$ cat src/rtl/seq_det_pkg.sv
// Shared types and constants for the parametrised sequence detector.
package seq_det_pkg;

   typedef enum logic {
      UNCFG = 1'b0,
      RUN   = 1'b1
   } state_t;

   localparam int unsigned DEF_MAX_LEN = 8;
   localparam int unsigned DEF_CNT_W   = 16;
   localparam int unsigned MIN_LEN     = 2;

endpackage

$ cat src/rtl/seq_det_sat_counter.sv
// Saturating up-counter; a clear wins over an increment in the same cycle.
module seq_det_sat_counter
#(
   parameter int unsigned W = 16
) (
   input  logic         clk,
   input  logic         rst,
   input  logic         clr,
   input  logic         inc,
   output logic [W-1:0] count
);

   always_ff @(posedge clk) begin
      if (rst || clr) begin
         count <= '0;
      end else if (inc && (count != '1)) begin
         count <= count + W'(1);
      end
   end

endmodule

$ cat src/rtl/param_sequence_detector.sv
// Serial bit-pattern detector with runtime-loaded pattern, length and overlap mode.
// Define PARAM_SEQ_DET_COUNT_EN to build the saturating match counter.
module param_sequence_detector
   import seq_det_pkg::*;
#(
   parameter int unsigned MAX_LEN = DEF_MAX_LEN,
   parameter int unsigned LW      = $clog2(MAX_LEN + 1),
   parameter int unsigned CNT_W   = DEF_CNT_W
) (
   input  logic               clk,
   input  logic               rst,
   input  logic               cfg_load,
   input  logic [MAX_LEN-1:0] cfg_pattern,
   input  logic [LW-1:0]      cfg_len,
   input  logic               cfg_overlap,
   input  logic               in_valid,
   input  logic               in_bit,
   input  logic               cnt_clr,
   output logic               armed,
   output logic               cfg_err,
   output logic               match,
   output logic [CNT_W-1:0]   match_count
);

   state_t             state, state_next;
   logic [MAX_LEN-1:0] hist, hist_next, shifted;
   logic [MAX_LEN-1:0] pat, pat_next, mask;
   logic [LW-1:0]      fill, fill_next, fill_inc;
   logic [LW-1:0]      len, len_next;
   logic               overlap, overlap_next;
   logic               err_next, match_next, len_ok, hit;

   // State and datapath registers
   always_ff @(posedge clk) begin
      if (rst) begin
         state   <= UNCFG;
         hist    <= '0;
         fill    <= '0;
         pat     <= '0;
         len     <= '0;
         overlap <= 1'b0;
         armed   <= 1'b0;
         cfg_err <= 1'b0;
         match   <= 1'b0;
      end else begin
         state   <= state_next;
         hist    <= hist_next;
         fill    <= fill_next;
         pat     <= pat_next;
         len     <= len_next;
         overlap <= overlap_next;
         armed   <= (state_next == RUN);
         cfg_err <= err_next;
         match   <= match_next;
      end
   end

   // Next state, history shift and masked compare against the post-shift window
   always_comb begin
      state_next   = state;
      hist_next    = hist;
      fill_next    = fill;
      pat_next     = pat;
      len_next     = len;
      overlap_next = overlap;
      err_next     = cfg_err;
      match_next   = 1'b0;
      hit          = 1'b0;
      len_ok       = (cfg_len >= LW'(MIN_LEN)) && (cfg_len <= LW'(MAX_LEN));
      shifted      = {hist[MAX_LEN-2:0], in_bit};
      fill_inc     = (fill == LW'(MAX_LEN)) ? fill : fill + LW'(1);
      mask         = ~({MAX_LEN{1'b1}} << len);

      if (cfg_load) begin
         hist_next = '0;
         fill_next = '0;
         if (len_ok) begin
            state_next   = RUN;
            pat_next     = cfg_pattern;
            len_next     = cfg_len;
            overlap_next = cfg_overlap;
            err_next     = 1'b0;
         end else begin
            state_next = UNCFG;
            err_next   = 1'b1;
         end
      end else if ((state == RUN) && in_valid) begin
         hit        = (fill_inc >= len) && ((shifted & mask) == (pat & mask));
         hist_next  = shifted;
         // Non-overlap restarts the fill so the next match needs len fresh bits
         fill_next  = (hit && !overlap) ? '0 : fill_inc;
         match_next = hit;
      end
   end

`ifdef PARAM_SEQ_DET_COUNT_EN
   seq_det_sat_counter #(.W(CNT_W)) u_cnt (
      .clk   (clk),
      .rst   (rst),
      .clr   (cnt_clr),
      .inc   (match_next),
      .count (match_count)
   );
`else
   logic unused_cnt_clr;
   assign unused_cnt_clr = cnt_clr;
   assign match_count    = '0;
`endif

endmodule

$ cat config.mk
export PLATFORM = sky130hd
export DESIGN_NAME = param_sequence_detector
export DESIGN_NICKNAME = d
export VERILOG_FILES = /design/src/rtl/seq_det_pkg.sv /design/src/rtl/seq_det_sat_counter.sv /design/src/rtl/param_sequence_detector.sv
export SDC_FILE = /design/constraint.sdc
export NUM_CORES = 1
export LEC_CHECK = 0
export ABC_AREA = 0
export BUFFER_PORTS_ARGS = -buffer_cell sky130_fd_sc_hd__buf_4
export CORE_MARGIN = 10
export CORE_UTILIZATION = 25
export CTS_CLUSTER_DIAMETER = 40
export DETAILED_ROUTE_END_ITERATION = 7
export PLACE_DENSITY_LB_ADDON = 0.3
export SETUP_SLACK_MARGIN = 0.1
export SLEW_MARGIN = 20
export SYNTH_ARGS = -nofsm -noshare
export SYNTH_HDL_FRONTEND = slang
export SYNTH_SLANG_ARGS = --single-unit
$ cat constraint.sdc
create_clock -name clk -period 2.87 [get_ports clk]
set_clock_uncertainty 0.05 [all_clocks]
set_input_delay 0.287 -clock clk [delete_from_list [all_inputs] [get_ports clk]]
set_output_delay 0.287 -clock clk [all_outputs]
set_load 0.005 [all_outputs]
Yosys cells after proc, flatten, opt, wreduce, memory -nomap -nowiden
Index checks and enable logic that the tools add are counted.
Word-level totals
  register bits: 27
  latch bits: 0
  bits in writable memories: 0
  ROM bits: 0
  input bits: 19
  output and inout bits: 19
  memories kept: 0
Operators by class
  $add $sub $neg: 1
  $mul: 0
  div/mod/pow operators: 0
  magnitude comparators: 3
  eq/ne operators: 2
  shift-type cells: 1
  mux-type cells: 4
  bitwise logic cells: 4
  reductions and logical operators: 8
Operators with widths (number)
  $and 8x8->8: 2
  $eq 8x8->1: 1
  $mux 4: 2
  $not 8->8: 1
  $shl 8x4->8 const A: 1
  $add 4x1->4 const B: 1
  $eq 4x4->1 const B: 1
  $ge 4x2->1 const B: 1
  $ge 4x4->1: 1
  $le 4x4->1 const B: 1
  $logic_and 1x1->1: 4
  $reduce_or 3->1: 1
  $mux 1: 2
  $reduce_and 2->1: 1
  $reduce_or 2->1: 1
  $logic_not 1->1: 1
  $not 1->1: 1

Longest topological paths before layout
Gate-level depths: netlist (run 1).
  word-level depth: 7
  depth in mapped cells: 11
  mapped depth without buffers: 11

Least setup slack after synthesis (run 1)
Ideal clock, no wire load.
  path kind: register to register
  from: register fill[0]
  to: register fill[1]
  setup time: 0.135 ns
  arrival: 1.827 ns
  path slack: 0.857 ns
  cell stages (with the launch flop): 12
  buffers on the path: 0
  path through: dfxtp_1 > inv_1 > ha_1 > nand2_1 > nand3_1 > o21ai_0 > ha_1 > o21a_1 > o22a_1 > o221ai_2 > nor4_4 > o32ai_1
Between the ends
  cells in the longest elaborated chain, start to end: 6
Ends and longest elaborated chain
  from (decl): line param_sequence_detector.sv:28  | logic [LW-1:0] fill, fill_next, fill_inc;
  from (signal assigned): line param_sequence_detector.sv:48  | fill <= fill_next;
  $add 4x1->4 or $eq 4x4->1 (tied branches): line param_sequence_detector.sv:71  | fill_inc = (fill == LW'(MAX_LEN)) ? fill : fill + LW'(1);
  $mux 4 *: line param_sequence_detector.sv:71
  $ge 4x4->1: line param_sequence_detector.sv:88  | hit = (fill_inc >= len) && ((shifted & mask) == (pat & mask));
  $logic_and 1x1->1: line param_sequence_detector.sv:88
  $logic_and 1x1->1: line param_sequence_detector.sv:91  | fill_next = (hit && !overlap) ? '0 : fill_inc;
  $mux 4 *: line param_sequence_detector.sv:91
Every way passes the cells marked *; elsewhere a longest branch is shown, timed or not.
A chain may end at the register's enable or synchronous reset.

Final worst setup path (run 1)
Same ends and word-level chain as after synthesis.

==> flow_metrics.tcl, run 1 <==
set metrics [dict create \
    clock_latency_ns 0.27 \
    final_common_cell "nand2_1" \
    critPathCaptureType "flop" \
    die_area_mm2 0.009234 \
    multiInputGateArea_um2 778.2 \
    cts_tree "done" \
    slew_violations 0 \
    area_growth_syn_to_layout_pct 13.40 \
    regToRegStartpoint "fill[0]$_SDFFE_PP0P_" \
    antenna_found_initial 0 \
    status "finished, final reports clean" \
    finalCritPeriodShare_pct 77.75 \
    drc 0 \
    drive_gt1_share_pct 14.43 \
    setup.worst_path.end "fill[1]$_SDFFE_PP0P_" \
    finish.net_count 220 \
    synth_edf_count 0 \
    cp-start-kind "flop" \
    cts_resized 0 \
    vdd_ir_drop_max_v 0.0001732 \
    netlist_instances 177 \
    worstPathArrival_ns 2.33 \
    drt_iter0_drc 44 \
    syn_avg_cell_area_um2 8.179 \
    io_buffers 20 \
    rr_endpoint "fill[1]$_SDFFE_PP0P_" \
    vias 1128 \
    p_per_area_mw_per_mm2 436.4 \
    syn_area_mm2 0.001448 \
    setup_slack_ns 0.6386 \
    ys_warn_count 0 \
    cts.path.max_buffers 2 \
    synth_flop_cell "dfxtp_1" \
    globalplace.congestion 0.7269 \
    dr.pass1.iters 4 \
    setup.worst_path.class "flop to flop" \
    final.min_clock_period_ns 2.231 \
    hold_buffers 0 \
    track_usage_pct 7.368 \
    io_pins 38 \
    seqCellArea_um2 540.5 \
    core_area_mm2 0.005574 \
    std_cell_rows 27 \
    fin_util_pct 29.45 \
    wl_mm 3.106 \
    fin_tns_setup_ns 0 \
    hp-class "input pin to flop" \
    reg2reg_depth 11 \
    fill_cells 627 \
    rsz0062_at_grt "no" \
    cts_buffers 3 \
    p_leak_nw 0.6200 \
    viasPerCell 4.241 \
    cp.required_ns 2.97 \
    postCtsSetupRepairBufs 0 \
    ys_types 38 \
    grt_first_pass_wirelength_mm 5.485 \
    cts_max_level 1 \
    place_inst 262 \
    start_util_pct 25.97 \
    crit_path_start "fill[0]$_SDFFE_PP0P_" \
    stdcell_count 266 \
    place_ws_ns 0.6639 \
    hold_viol 0 \
    cp_max_fo 4 \
    cap_violations 0 \
    fmaxAchievable_mhz 448.2 \
    layout_common_cells "37 x nand2_1, 27 x dfxtp_1, 21 x buf_4" \
    async_flop_share_pct 0 \
    seq_area_frac_synth_pct 37.34 \
    ys_seq_elements 27 \
    die_h_um 96.10 \
    whs_ns 0.2004 \
    finalSetupViolations 0 \
    dp.final_hpwl_mm 2.478 \
    r2r_slack_ns 0.64 \
    ant_nets 0 \
    grt_max_degree 17 \
    num_antenna_cells 0 \
    clock_sinks 27 \
    grt_pass1_vias 1176 \
    cts.clk_slew.worst_paths_ns 0.09 \
    die_x_um 96.10 \
    overflow 0 \
    wl_per_cell_um 11.68 \
    cts-root-buf "clkbuf_8" \
]
## worst min path at each step
| stage | start | endpoint | slack (ns) | depth (start not counted) |
|---|---|---|---|---|
| 2_1_floorplan | rst | pat[2]$_SDFFE_PP0P_ | 0.31 | 1 |
| 3_3_place_gp | pat[4]$_SDFFE_PP0P_ | pat[4]$_SDFFE_PP0P_ | 0.41 | 2 |
| 3_5_place_dp | pat[4]$_SDFFE_PP0P_ | pat[4]$_SDFFE_PP0P_ | 0.41 | 2 |
| 4_1_cts | cfg_pattern[0] | pat[0]$_SDFFE_PP0P_ | 0.20 | 3 |
| 5_1_grt | cfg_overlap | overlap$_SDFFE_PP0P_ | 0.20 | 3 |
| 6_report | cfg_pattern[0] | pat[0]$_SDFFE_PP0P_ | 0.20 | 3 |
## synth_stat cells, types with 3 or more instances
library cell	count	area share [%]
xor2_1	3	1.8
buf_4	16	8.3
nand2_1	37	9.6
inv_1	7	1.8
nor3_1	3	1.0
a211oi_1	3	1.6
clkbuf_1	5	1.3
xnor2_1	9	5.4
dfxtp_1	27	37
ha_1	6	5.2
nor2_1	8	2.1
o21ai_0	4	1.4
a21oi_1	20	6.9
## per-layer routing
layer  part of all wire (%)  track usage [%]  wire length (µm)
met1                     46            9.153              1435
met2                     47            12.28              1473
met3                    5.1            1.556               159
met4                    1.2            2.580                38
met5                      0                0                 0
## critical path, cell delays in order, from the launching register on
cell and delay [ns]:
dfxtp_1 0.39, inv_1 0.09, ha_1 0.19, nand2_1 0.08
nand3_1 0.07, o21ai_0 0.13, ha_1 0.24, o21a_1 0.11
o22a_1 0.14, o221ai_2 0.11, nor4_4 0.37, o32ai_1 0.14
## cell families (layout without fill, tap and decap cells)
group | count (synthesis) | count (layout) | share of synthesized area (%)
adder cells (fa/ha/maj) | 6 | 6 | 5.186
buffers and inverters | 31 | 33 | 12.79
other | 1 | 16 | 0.2590
AND/OR/NAND/NOR | 58 | 58 | 18.24
XOR/XNOR | 12 | 12 | 7.261
AO/OA/AOI/OAI | 41 | 41 | 18.24
multiplexers | 1 | 1 | 0.6915
flip-flops | 27 | 27 | 37.34
## metrics by stage
step | total power, mW | cell area, µm²
after floorplan | 0.4825 | 1504
after global placement | 0.5056 | 1597
after detailed placement | 0.5062 | 1597
after CTS | 0.7229 | 1642
after global routing | 0.7580 | 1642
final | 0.7164 | 1642
## state kept, by name, summed over array words and instances, names as in the netlist
| name | count |
|---|---|
| pat | 8 |
| fill | 4 |
| state | 1 |
| match | 1 |
| len | 4 |
| hist | 7 |
| overlap | 1 |
| cfg_err | 1 |
## layout make-up
class	instances	area share [%]
Inverter	8	1.829
Multi-Input combinational cell	134	47.41
Timing Repair Buffer	21	9.604
Tap cell	72	5.488
Sequential cell	27	32.93
Clock buffer	4	2.744
## power breakdown
part           leakage (nW)  internal, mW  switching (mW)
combinational         0.378        0.0468          0.0526
clock                0.0228        0.0996           0.119
sequential            0.219         0.386          0.0120
total                 0.620         0.532           0.184
Note: power is estimated with default switching activity, not from simulation.
==> run 2: changes to the inputs <==
==> constraint.sdc (replaced) <==
create_clock -name clk -period 2.2 [get_ports clk]
set_clock_uncertainty 0.05 [all_clocks]
set_input_delay 0.22 -clock clk [delete_from_list [all_inputs] [get_ports clk]]
set_output_delay 0.22 -clock clk [all_outputs]
set_load 0.005 [all_outputs]
==> run 2 against run 1 <==
  * Core utilization is 3.1 points higher
  * Non-clock buffer count is 7 higher
  * Largest power group unchanged
  * Final area is 11% higher
  * Combinational power is 52% higher
  * Maximum frequency is 4.6% higher
  * Highest routed layer unchanged
  * Sequential power is 30% higher
  * Cell count is 2.6% higher
  * Global-route usage is 0.42 points lower
  * Sequential cell count stayed put
  * Hold slack worse by 0.068 ns
  * Register-to-register slack worse by 0.57 ns
==> flow_metrics.tcl, run 2 (synthesis results as in run 1) <==
set metrics [dict create \
    status "finished, final reports clean" \
    vdd_ir_drop_max_v 0.0003755 \
    drt_iter0_drc 61 \
    cp.required_ns 2.30 \
    core_area_mm2 0.005574 \
    min_from "cfg_pattern[6]" \
    wl_per_cell_um 12.56 \
    seqCellArea_um2 544.3 \
    clock_sinks 27 \
    dp.final_hpwl_mm 2.482 \
    setup.worst_path.class "flop to flop" \
    drive_gt1_share_pct 26.87 \
    vias 1191 \
    grt_max_degree 17 \
    hold_buffers 0 \
    std_cell_rows 27 \
    cap_violations 0 \
    die_area_mm2 0.009234 \
    ant_nets 0 \
    cts-root-buf "clkbuf_8" \
    track_usage_pct 6.948 \
    drc 0 \
    hp-class "input pin to flop" \
    slew_headroom_pct 29.58 \
    regToRegStartpoint "fill[1]$_SDFFE_PP0P_" \
    cp-start-kind "flop" \
    r2r_slack_ns 0.07 \
    final_common_cell "nand2_1" \
    num_antenna_cells 0 \
    cts.clk_slew.worst_paths_ns 0.09 \
    rsz0062_at_grt "yes" \
    antenna_found_initial 0 \
    start_util_pct 25.97 \
    p_per_area_mw_per_mm2 523.9 \
    rr_endpoint "fill[2]$_SDFFE_PP0P_" \
    clock_latency_ns 0.27 \
    die_x_um 96.10 \
    whs_ns 0.1329 \
    fin_util_pct 32.57 \
    area_growth_syn_to_layout_pct 25.41 \
    layout_common_cells "36 x nand2_1, 28 x buf_4, 24 x dfxtp_1" \
    fin_tns_setup_ns 0 \
    finalCritPeriodShare_pct 97.00 \
    largest_register_ffs 8 \
    finalSetupViolations 0 \
    crit_path_start "fill[1]$_SDFFE_PP0P_" \
    cts.path.max_buffers 2 \
    reg2reg_depth 12 \
    dr.pass1.iters 4 \
    cts_buffers 3 \
    io_pins 38 \
    finish.net_count 227 \
    fmaxAchievable_mhz 468.6 \
    fill_cells 611 \
    final.min_clock_period_ns 2.134 \
    multiInputGateArea_um2 894.6 \
    die_h_um 96.10 \
    overflow 0 \
    cp_max_fo 4 \
    worst_slew_pin_slew_ns 1.055 \
    hold_viol 0 \
    viasPerCell 4.363 \
    setup.worst_path.end "fill[2]$_SDFFE_PP0P_" \
    reg.largest.list "pat: 8 flops, hist: 7 flops" \
    globalplace.congestion 0.7244 \
    largest-register "pat" \
    slew_violations 0 \
    cts_max_level 1 \
    grt_first_pass_wirelength_mm 5.071 \
    io_buffers 20 \
    cts_tree "done" \
    grt_pass1_vias 1134 \
    critPathCaptureType "flop" \
    p_leak_nw 0.6785 \
    wl_mm 3.429 \
    worstPathArrival_ns 2.23 \
]
==> run 2: repair_timing <==
| item | in CTS | in global routing |
|---|---|---|
| pin swaps | 2 | 8 |
| hold endpoints to repair | 0 | 0 |
| setup buffers | 0 | 5 |
| resized for setup | 5 | 21 |
| endpoints found under the setup margin | 4 | 5 |
==> run 2: how the worst min path moves through the flow <==
stage,end,slack [ns],cells past startpoint
2_1_floorplan,pat[2]$_SDFFE_PP0P_,0.24,1
4_1_cts,pat[0]$_SDFFE_PP0P_,0.12,3
3_5_place_dp,pat[4]$_SDFFE_PP0P_,0.41,2
5_1_grt,pat[7]$_SDFFE_PP0P_,0.13,3
6_report,pat[6]$_SDFFE_PP0P_,0.13,3
3_3_place_gp,pat[4]$_SDFFE_PP0P_,0.41,2
==> run 2: cell type report <==
cell class                      count  area share, %
Timing Repair Buffer               28          11.58
Sequential cell                    27          29.98
Inverter                            8          1.654
Clock buffer                        3          2.274
Clock inverter                      1         0.2757
Multi-Input combinational cell    134          49.28
Tap cell                           72          4.962
==> run 2: power breakdown <==
part           internal, mW  switching (mW)
Sequential            0.503          0.0146
Clock                 0.127           0.155
Combinational        0.0723          0.0790
==> run 2: through the flow <==
stage	area, µm²	setup WS [ns]	std cells	total power, mW
finish	1815	0.06598	273	0.9512
global route	1815	-0.07571	273	1.009
CTS	1668	0.09708	268	0.9457
detailed placement	1612	0.05493	264	0.6601
global placement	1612	0.04671	264	0.6600
floorplan	1504	0.1874	192	0.6294
==> run 2: metal layers <==
layer / vias to the layer above / wire length, µm / global-route usage (%) / part of all wire [%]
met5: - / 0 / 0 / 0
met4: 0 / 25 / 1.843 / 0.73
met3: 5 / 178 / 2.335 / 5.2
met2: 22 / 1775 / 11.94 / 52
met1: 551 / 1449 / 8.047 / 42
li1: 613 / - / - / -
==> run 2: worst max-delay path, cell delays in order, from the launching register on <==
cell and delay [ns]:
dfxtp_2 0.36, inv_2 0.08, ha_4 0.14, nand2_4 0.06, nand3_4 0.08, o21ai_4 0.07
ha_4 0.27, o21a_1 0.10, o22a_1 0.18, o221ai_4 0.12, nor4_4 0.26, buf_4 0.17
o32ai_2 0.06
